## config.mk

```make
export PLATFORM = sky130hd
export DESIGN_NAME = fetch_pc_controller_flat
export DESIGN_NICKNAME = d
export VERILOG_FILES = /design/src/rtl/fetch_pc_controller_if.sv /design/src/rtl/fetch_pc_controller.sv /design/src/flat_wrapper.sv
export SDC_FILE = /design/constraint.sdc
export NUM_CORES = 1
export LEC_CHECK = 0
export BUFFER_PORTS_ARGS = -buffer_cell sky130_fd_sc_hd__buf_2
export CORE_AREA = 10 10 85 87
export CTS_BUF_LIST = sky130_fd_sc_hd__clkbuf_4
export DETAILED_ROUTE_END_ITERATION = 6
export DIE_AREA = 0 0 95 97
export HOLD_SLACK_MARGIN = 0.15
export PLACE_DENSITY = 0.9
export SLEW_MARGIN = 0
export SYNTH_ARGS = -nofsm -noshare
export SYNTH_HDL_FRONTEND = slang
export SYNTH_SLANG_ARGS = --single-unit
```

## constraint.sdc

```tcl
create_clock -name clk -period 6.03 [get_ports clk]
set_clock_uncertainty 0.15 [all_clocks]
set_input_delay 1.206 -clock clk [delete_from_list [all_inputs] [get_ports clk]]
set_output_delay 1.206 -clock clk [all_outputs]
set_load 0.05 [all_outputs]
```

## src/rtl/fetch_pc_controller_if.sv

```systemverilog
// fetch_pc_controller_if: redirect/predict inputs and PC-to-fetch handshake of the fetch PC controller
interface fetch_pc_controller_if #(
  parameter int XLEN = 32
);
  logic            exception;
  logic [XLEN-1:0] exception_target;
  logic            mispredict;
  logic [XLEN-1:0] mispredict_target;
  logic            prediction;
  logic [XLEN-1:0] predicted_target;
  logic            instruction_length;
  logic            fetch_ready;
  logic            fetch_valid;
  logic [XLEN-1:0] fetch_pc;
  logic            flush;
  logic [1:0]      fetch_epoch;
  modport slave (
    input  exception, exception_target, mispredict, mispredict_target,
           prediction, predicted_target, instruction_length, fetch_ready,
    output fetch_valid, fetch_pc, flush, fetch_epoch
  );
  modport master (
    output exception, exception_target, mispredict, mispredict_target,
           prediction, predicted_target, instruction_length, fetch_ready,
    input  fetch_valid, fetch_pc, flush, fetch_epoch
  );
endinterface

```

## src/rtl/fetch_pc_controller.sv

```systemverilog
// fetch_pc_controller: owns the fetch PC, arbitrating exception > mispredict > prediction > sequential
module fetch_pc_controller #(
  parameter int              XLEN         = 32,
  parameter logic [XLEN-1:0] RESET_VECTOR = '0
) (
  input logic clk,
  input logic reset_n,
  fetch_pc_controller_if.slave bus
);
  typedef enum logic [1:0] {BOOT, FETCH, FLUSH} state_t;
  state_t          state_q, state_d;
  logic [XLEN-1:0] pc_q, pc_d, target;
  logic [1:0]      epoch_q, epoch_d;
  logic            flush_q, redirect, handshake;
  always_ff @(posedge clk or negedge reset_n)
    if (!reset_n) begin
      state_q <= BOOT;
      pc_q    <= RESET_VECTOR;
      epoch_q <= 2'd0;
      flush_q <= 1'b0;
    end else begin
      state_q <= state_d;
      pc_q    <= pc_d;
      epoch_q <= epoch_d;
      flush_q <= redirect;
    end
  // Redirects are ignored while booting; every other state leaves to FETCH unless redirected again.
  always_comb begin
    redirect  = state_q != BOOT && (bus.exception || bus.mispredict);
    handshake = state_q == FETCH && bus.fetch_ready;
    target    = bus.exception ? bus.exception_target : bus.mispredict_target;
    state_d   = redirect ? FLUSH : FETCH;
    epoch_d   = epoch_q + {1'b0, redirect};
    pc_d      = redirect ? {target[XLEN-1:1], 1'b0} :
                !handshake ? pc_q :
                bus.prediction ? {bus.predicted_target[XLEN-1:1], 1'b0} :
                pc_q + (bus.instruction_length ? XLEN'(4) : XLEN'(2));
  end
  assign bus.fetch_valid = state_q == FETCH;
  assign bus.fetch_pc    = pc_q;
  assign bus.flush       = flush_q;
  assign bus.fetch_epoch = epoch_q;
endmodule

```

## src/flat_wrapper.sv

```systemverilog
// flat-port wrapper written by rule: the top's interface ports become plain ports
module fetch_pc_controller_flat 
#(
  parameter int              XLEN         = 32,
  parameter logic [XLEN-1:0] RESET_VECTOR = '0
)
  (clk, reset_n, bus_exception, bus_exception_target, bus_mispredict, bus_mispredict_target, bus_prediction, bus_predicted_target, bus_instruction_length, bus_fetch_ready, bus_fetch_valid, bus_fetch_pc, bus_flush, bus_fetch_epoch);
  fetch_pc_controller_if #(.XLEN(XLEN)) bus_i ();
  input logic clk;
  input logic reset_n;
  input wire logic [$bits(bus_i.exception)-1:0] bus_exception;
  input wire logic [$bits(bus_i.exception_target)-1:0] bus_exception_target;
  input wire logic [$bits(bus_i.mispredict)-1:0] bus_mispredict;
  input wire logic [$bits(bus_i.mispredict_target)-1:0] bus_mispredict_target;
  input wire logic [$bits(bus_i.prediction)-1:0] bus_prediction;
  input wire logic [$bits(bus_i.predicted_target)-1:0] bus_predicted_target;
  input wire logic [$bits(bus_i.instruction_length)-1:0] bus_instruction_length;
  input wire logic [$bits(bus_i.fetch_ready)-1:0] bus_fetch_ready;
  output wire logic [$bits(bus_i.fetch_valid)-1:0] bus_fetch_valid;
  output wire logic [$bits(bus_i.fetch_pc)-1:0] bus_fetch_pc;
  output wire logic [$bits(bus_i.flush)-1:0] bus_flush;
  output wire logic [$bits(bus_i.fetch_epoch)-1:0] bus_fetch_epoch;
  assign bus_i.exception = bus_exception;
  assign bus_i.exception_target = bus_exception_target;
  assign bus_i.mispredict = bus_mispredict;
  assign bus_i.mispredict_target = bus_mispredict_target;
  assign bus_i.prediction = bus_prediction;
  assign bus_i.predicted_target = bus_predicted_target;
  assign bus_i.instruction_length = bus_instruction_length;
  assign bus_i.fetch_ready = bus_fetch_ready;
  assign bus_fetch_valid = bus_i.fetch_valid;
  assign bus_fetch_pc = bus_i.fetch_pc;
  assign bus_flush = bus_i.flush;
  assign bus_fetch_epoch = bus_i.fetch_epoch;
  fetch_pc_controller #(.XLEN(XLEN), .RESET_VECTOR(RESET_VECTOR)) u_core (.clk(clk), .reset_n(reset_n), .bus(bus_i));
endmodule
```

==> flow_metrics.env, run 1 <==
export IMPL_gr_max_usage_layer="met2"
export IMPL_nets=557
export IMPL_drive_gt1_share_pct=34.6
export IMPL_reg2reg_from="u_core.bus.flush"
export IMPL_root_buffer="clkbuf_4"
export IMPL_die_w_um=95
export IMPL_crit_path_end_kind="flop"
export IMPL_drv_slew=0
export IMPL_gr_usage_met1_pct=23.9
export IMPL_crit_buf_inv=1
export IMPL_wl_per_cell_um=18.9
export IMPL_maxCapViolCount=0
export IMPL_diodes=0
export IMPL_globalRouteMet3Util_pct=5.94
export IMPL_grt_pass1_wl_mm=15.6
export IMPL_dieArea_mm2=0.00922
export IMPL_num_rows=27
export IMPL_hold_viol_final=0
export IMPL_syn_inst=333
export IMPL_grt_overflow=0
export IMPL_syn_area_mm2=0.00280
export IMPL_syn2layout_area_growth_pct=24.6
export IMPL_grt_pass1_vias=3179
export IMPL_clock_sinks=35
export IMPL_cpMaxStageDelayCell="buf_2"
export IMPL_synth_nets=440
export IMPL_fin_crit_ns=3.54
export IMPL_htree_num_levels=2
export IMPL_synth_edf_count=0
export IMPL_post_cts_buffers=0
export IMPL_yosysTopAreaCellShare_pct=31.3
export IMPL_period_share_pct=58.7
export IMPL_criticalPathCategory="primary input to flop"
export IMPL_fin_area_mm2=0.00349
export IMPL_drtIter0Drc=388
export IMPL_power_per_cell_area_mw_per_mm2=302
export IMPL_grt_max_degree=50
export IMPL_dpl_hpwl_mm=7.48
export IMPL_portBuffers=134
export IMPL_synth_async_sr_flop_share_pct=100
export IMPL_max_stage_delay_ns=0.69
export IMPL_track_usage_pct=20.6
export IMPL_nFillCells=497
export IMPL_cts_buffers=5
export IMPL_rsz0062_at_grt="no"
export IMPL_io_pins=139
export IMPL_antenna_found_initial=0
export IMPL_ir_drop_uv=130
export IMPL_vias=3157
export IMPL_max_slew_worst_pin_slew_ns=0.989
export IMPL_p_leak_uw=0.00162
export IMPL_ys_seq_elements=35
export IMPL_cp_max_fo=49
export IMPL_ys_warn_count=0
export IMPL_die_h_um=97
export IMPL_yosysSeqAreaShare_pct=31.3
export IMPL_hp_class="flop to flop"
export IMPL_crit_chain="buf_2, nor2_1, o21ai_0, nand2_1, a222oi_1, o21ai_0"
export IMPL_cts_tree="done"
export IMPL_slew_headroom_pct=33.9
export IMPL_ys_types=59
export IMPL_cts_max_path_buffers=2
export IMPL_cts_hold_buf=0
export IMPL_final_cells=523
export IMPL_clk_latency_ns=0.34
export IMPL_vias_per_cell=6.04
export IMPL_crit_path_frequent_cell="o21ai_0"
export IMPL_fin_tns_setup_ns=0
export IMPL_finalSetupViolations=0
export IMPL_path_delay_family="compound AO/OA/AOI/OAI gates"
export IMPL_status="finished clean"
export IMPL_critPathLaunchType="primary input"
export IMPL_place_area_mm2=0.00344
export IMPL_synth_area_leaders="dfrtp_1 31%, o21ai_0 6.1%, mux2i_1 5.7%"
export IMPL_path_clk_slew_ns=0.11
export IMPL_dpl_cell_count=515
export IMPL_globalplace_congestion=0.899
export IMPL_first_pass_iters=5
export IMPL_cp_required_ns=6.09
export IMPL_wl_mm=9.87
export IMPL_crit_start="bus_exception"
export IMPL_core_area_mm2=0.00547
export IMPL_synth_area_leader_cell="dfrtp_1"
export IMPL_ys_flop_type="dfrtp_1"
export IMPL_postRouteAntennaNets=0
export IMPL_met2_usage_pct=34.7
export IMPL_avgSynthCellArea_um2=8.42
export IMPL_cts_resized=0
export IMPL_min_from="u_core.bus.fetch_epoch[1]"
export IMPL_floorplan_initialDensity_pct=51.2
export IMPL_drc=0
export IMPL_arrival_ns=3.60
export IMPL_timing_fmax_mhz=283
layout make-up:
cell class | count | area (µm²) | area share (%)
tap | 72 | 90.1 | 2.58
clock inverter | 2 | 7.51 | 0.215
timing repair buffer | 134 | 671 | 19.2
sequential | 35 | 876 | 25.1
inverter | 9 | 33.8 | 0.968
multi-input combinational | 265 | 1770 | 50.6
clock buffer | 6 | 45.0 | 1.29
path summary, 6_finish.rpt:
path | slack, ns | depth (start not counted) | endpoint
worst max-delay path | 2.49 | 6 | u_core.bus.fetch_pc[25]
worst min-delay path | 0.33 | 1 | u_core.bus.fetch_epoch[1]
worst max register to register | 3.33 | 5 | u_core.bus.fetch_pc[25]
worst min register to register | 0.33 | 1 | u_core.bus.fetch_epoch[1]
max in group asynchronous | 4.42 | 1 | u_core.bus.fetch_pc[22]
min in group asynchronous | 0.80 | 1 | u_core.bus.fetch_pc[5]
synth_stat cells (all sizes together), types with 2 or more instances:
cell type and number:
a211oi 3, a21o 2, a21oi 16, a221o 2
a221oi 5, a222oi 11, a22o 3, a311oi 2
a31o 2, a31oi 3, and3 5, buf 15
clkbuf 9, dfrtp 35, ha 3, inv 9
mux2 4, mux2i 16, nand2 36, nand2b 4
nand3 9, nand3b 3, nand4 16, nor2 21
nor3 7, nor3b 2, nor4 6, o21ai 38
o221ai 2, o22ai 6, o31ai 3, o32a 4
or3b 2, xnor2 4, xor2 11
worst register-to-register path, delay by kind of cell (launching register included):
family           cells  cell delay (ns)
AND/OR/NAND/NOR      3             1.66
flip-flops           1             0.46
AO/OA/AOI/OAI        2             0.35
state kept, by name (all words and copies together), names as in the netlist:
name                    flops
u_core.bus.fetch_pc        31
u_core.bus.fetch_epoch      2
u_core.bus.flush            1
u_core.state_q              1
layer usage:
metal  wire length [µm]  vias to the layer above
met5                  0                        -
met3               1050                       16
met1               3690                     1458
met4                207                        0
li1                   -                     1500
met2               4920                      183
cells by family (layout without fill, tap and decap cells):
kind of cell	count (synthesis)	count (layout)	synth area share (%)
adder cells (fa/ha/maj)	4	4	2.05
XOR/XNOR	15	15	4.69
other	1	1	0.134
buffers and inverters	33	151	5.67
multiplexers	20	20	7.32
AO/OA/AOI/OAI	108	108	26.2
AND/OR/NAND/NOR	117	117	22.7
flip-flops	35	35	31.3
metrics by stage:
step                      worst slack, ns  power, µW  hold slack, ns  util [%]
after CTS                            2.46       1050           0.326      63.8
after global placement               2.25        909           0.298      62.8
after global routing                 2.17       1110           0.345      63.8
final                                2.49       1050           0.333      63.8
after floorplan                      3.12        766           0.593         -
after detailed placement             2.11        925           0.307      62.8
power by group:
group / internal, µW / switching (µW)
registers: 293 / 86.0
logic: 161 / 383
clock network: 47.8 / 83.4
layout by cell type, fill, tap and decap left out, types with 6 or more instances in the layout:
master / synthesis / routed
a21oi_1: 16 / 16
o21ai_0: 34 / 34
mux2i_1: 16 / 16
a222oi_1: 11 / 11
clkbuf_4: 0 / 6
inv_1: 9 / 9
dfrtp_1: 35 / 35
xor2_1: 11 / 11
buf_2: 10 / 134
nand3_1: 8 / 8
nand4_1: 15 / 15
nor2_1: 21 / 21
nand2_1: 36 / 36
Power figures use the tool's default switching activity.
==> run 2: changes to the inputs <==
--- a/config.mk
+++ b/config.mk
@@ -6,12 +6,12 @@
 export NUM_CORES = 1
 export LEC_CHECK = 0
 export BUFFER_PORTS_ARGS = -buffer_cell sky130_fd_sc_hd__buf_2
-export CORE_AREA = 10 10 85 87
+export CORE_AREA = 10 10 88 90
 export CTS_BUF_LIST = sky130_fd_sc_hd__clkbuf_4
 export DETAILED_ROUTE_END_ITERATION = 6
-export DIE_AREA = 0 0 95 97
+export DIE_AREA = 0 0 98 100
 export HOLD_SLACK_MARGIN = 0.15
-export PLACE_DENSITY = 0.9
+export PLACE_DENSITY = 0.84
 export SLEW_MARGIN = 0
 export SYNTH_ARGS = -nofsm -noshare
 export SYNTH_HDL_FRONTEND = slang
==> constraint.sdc (replaced) <==
create_clock -name clk -period 3.45 [get_ports clk]
set_clock_uncertainty 0.15 [all_clocks]
set_input_delay 0.69 -clock clk [delete_from_list [all_inputs] [get_ports clk]]
set_output_delay 0.69 -clock clk [all_outputs]
set_load 0.05 [all_outputs]
==> flow_metrics.env, run 2 (synthesis gave the netlist of run 1 again) <==
export IMPL_status="finished clean"
export IMPL_maxCapViolCount=0
export IMPL_htree_num_levels=2
export IMPL_cp_max_fo=8
export IMPL_max_slew_worst_pin_slew_ns=0.812
export IMPL_criticalPathCategory="primary input to flop"
export IMPL_hold_viol_final=0
export IMPL_crit_path_end_kind="flop"
export IMPL_diodes=0
export IMPL_dpl_hpwl_mm=7.73
export IMPL_r2r_end="u_core.bus.fetch_pc[30]"
export IMPL_path_clk_slew_ns=0.14
export IMPL_grt_max_degree=36
export IMPL_final_common_cell="buf_2"
export IMPL_power_per_cell_area_mw_per_mm2=545
export IMPL_die_w_um=98
export IMPL_core_area_mm2=0.00613
export IMPL_first_pass_iters=5
export IMPL_drtIter0Drc=371
export IMPL_switchingPower_uw=992
export IMPL_cts_buffers=5
export IMPL_slew_headroom_pct=45.8
export IMPL_timing_fmax_mhz=418
export IMPL_power_switching_share_pct=51.1
export IMPL_r2r_slack_ns=1.08
export IMPL_portBuffers=134
export IMPL_io_pins=139
export IMPL_finalSetupViolations=0
export IMPL_cts_tree="done"
export IMPL_ir_drop_uv=250
export IMPL_drc=0
export IMPL_grt_overflow=0
export IMPL_grt_pass1_vias=3268
export IMPL_rsz0062_at_grt="no"
export IMPL_cts_max_path_buffers=2
export IMPL_p_leak_uw=0.00166
export IMPL_antenna_found_initial=0
export IMPL_cts_resized=0
export IMPL_globalplace_congestion=0.887
export IMPL_internal_power_uw=950
export IMPL_drv_slew=0
export IMPL_power_frac_comb_pct=49.8
export IMPL_reg2reg_from="u_core.bus.fetch_pc[2]"
export IMPL_final_cell_mix="134 x buf_2, 36 x nand2_1, 35 x dfrtp_1"
export IMPL_critPathLaunchType="primary input"
export IMPL_cts_hold_buf=0
export IMPL_grt_pass1_wl_mm=16.4
export IMPL_largest_register_ffs=31
export IMPL_dieArea_mm2=0.00980
export IMPL_vias=3177
export IMPL_p_seq_share_pct=34.3
export IMPL_die_h_um=100
export IMPL_final_core_util_pct=58.2
export IMPL_clockPowerShare_pct=16.0
export IMPL_post_cts_buffers=0
export IMPL_num_rows=29
export IMPL_wl_per_cell_um=19.0
export IMPL_r2r_cells=6
export IMPL_track_usage_pct=19.8
export IMPL_drive_gt1_share_pct=35.7
export IMPL_arrival_ns=2.52
export IMPL_cp_required_ns=3.58
export IMPL_vias_per_cell=5.95
export IMPL_root_buffer="clkbuf_4"
export IMPL_fin_crit_ns=2.39
export IMPL_fin_tns_setup_ns=0
export IMPL_period_share_pct=69.3
export IMPL_nets=563
export IMPL_clk_latency_ns=0.38
export IMPL_floorplan_initialDensity_pct=45.7
export IMPL_wl_mm=10.2
export IMPL_syn2layout_area_growth_pct=27.2
export IMPL_postRouteAntennaNets=0
export IMPL_hp_class="primary input to async pin"
export IMPL_clock_sinks=35
-- run 2: cell type report --
| cell class | instances | area, µm² |
|---|---|---|
| Tap cell | 77 | 96.3 |
| Multi-Input combinational cell | 265 | 1770 |
| Fill cell | 565 | 2570 |
| Timing Repair Buffer | 140 | 716 |
| Sequential cell | 35 | 876 |
| Clock buffer | 5 | 37.5 |
| Clock inverter | 3 | 38.8 |
| Inverter | 9 | 33.8 |
-- run 2: metrics by stage --
step / setup WS, ns / instance area [µm²] / hold WS, ns / instances / total power [µW]
2_1_floorplan: 1.04 / 2800 / 0.244 / 333 / 1340
3_3_place_gp: 0.715 / 3490 / 0.302 / 526 / 1610
3_5_place_dp: 0.650 / 3490 / 0.308 / 526 / 1630
4_1_cts: 1.02 / 3570 / 0.285 / 534 / 1940
5_1_grt: 0.871 / 3570 / 0.312 / 534 / 2040
6_report: 1.06 / 3570 / 0.245 / 534 / 1940
-- run 2: worst max-delay path, stage by stage --
cell     delay (ns)
buf_2          0.12
inv_1          0.05
ha_1           0.18
fa_1           0.27
nand4_2        0.25
nor3_2         0.42
nand4_1        0.19
xor2_1         0.18
o21ai_0        0.16
-- run 2: per-layer routing --
layer / track usage, % / share of wire, % / vias to the layer above / wire length [µm]
li1: - / - / 1514 / -
met1: 23.5 / 40 / 1477 / 4050
met2: 34.1 / 50 / 165 / 5050
met3: 4.67 / 8.4 / 21 / 850
met4: 7.05 / 2.1 / 0 / 213
met5: 0 / 0 / - / 0
-- run 2: power by group through the flow --
stage | Sequential (µW) | Combinational, µW | Clock, µW
after floorplan | 998 | 340 | 0
after global placement | 659 | 947 | 0
after CTS | 660 | 970 | 306
after global routing | 684 | 1030 | 325
final | 666 | 966 | 310
after detailed placement | 666 | 968 | 0
-- run 2: how the worst max path moves through the flow --
| stage | startpoint | end | slack (ns) | depth (start not counted) |
|---|---|---|---|---|
| after floorplan | u_core.bus.fetch_pc[2] | u_core.bus.fetch_pc[30] | 1.04 | 6 |
| after global placement | bus_instruction_length | u_core.bus.fetch_pc[30] | 0.72 | 7 |
| after detailed placement | bus_instruction_length | u_core.bus.fetch_pc[21] | 0.65 | 9 |
| after CTS | bus_instruction_length | u_core.bus.fetch_pc[21] | 1.02 | 9 |
| after global routing | bus_instruction_length | u_core.bus.fetch_pc[31] | 0.87 | 9 |
| final | bus_instruction_length | u_core.bus.fetch_pc[31] | 1.06 | 9 |
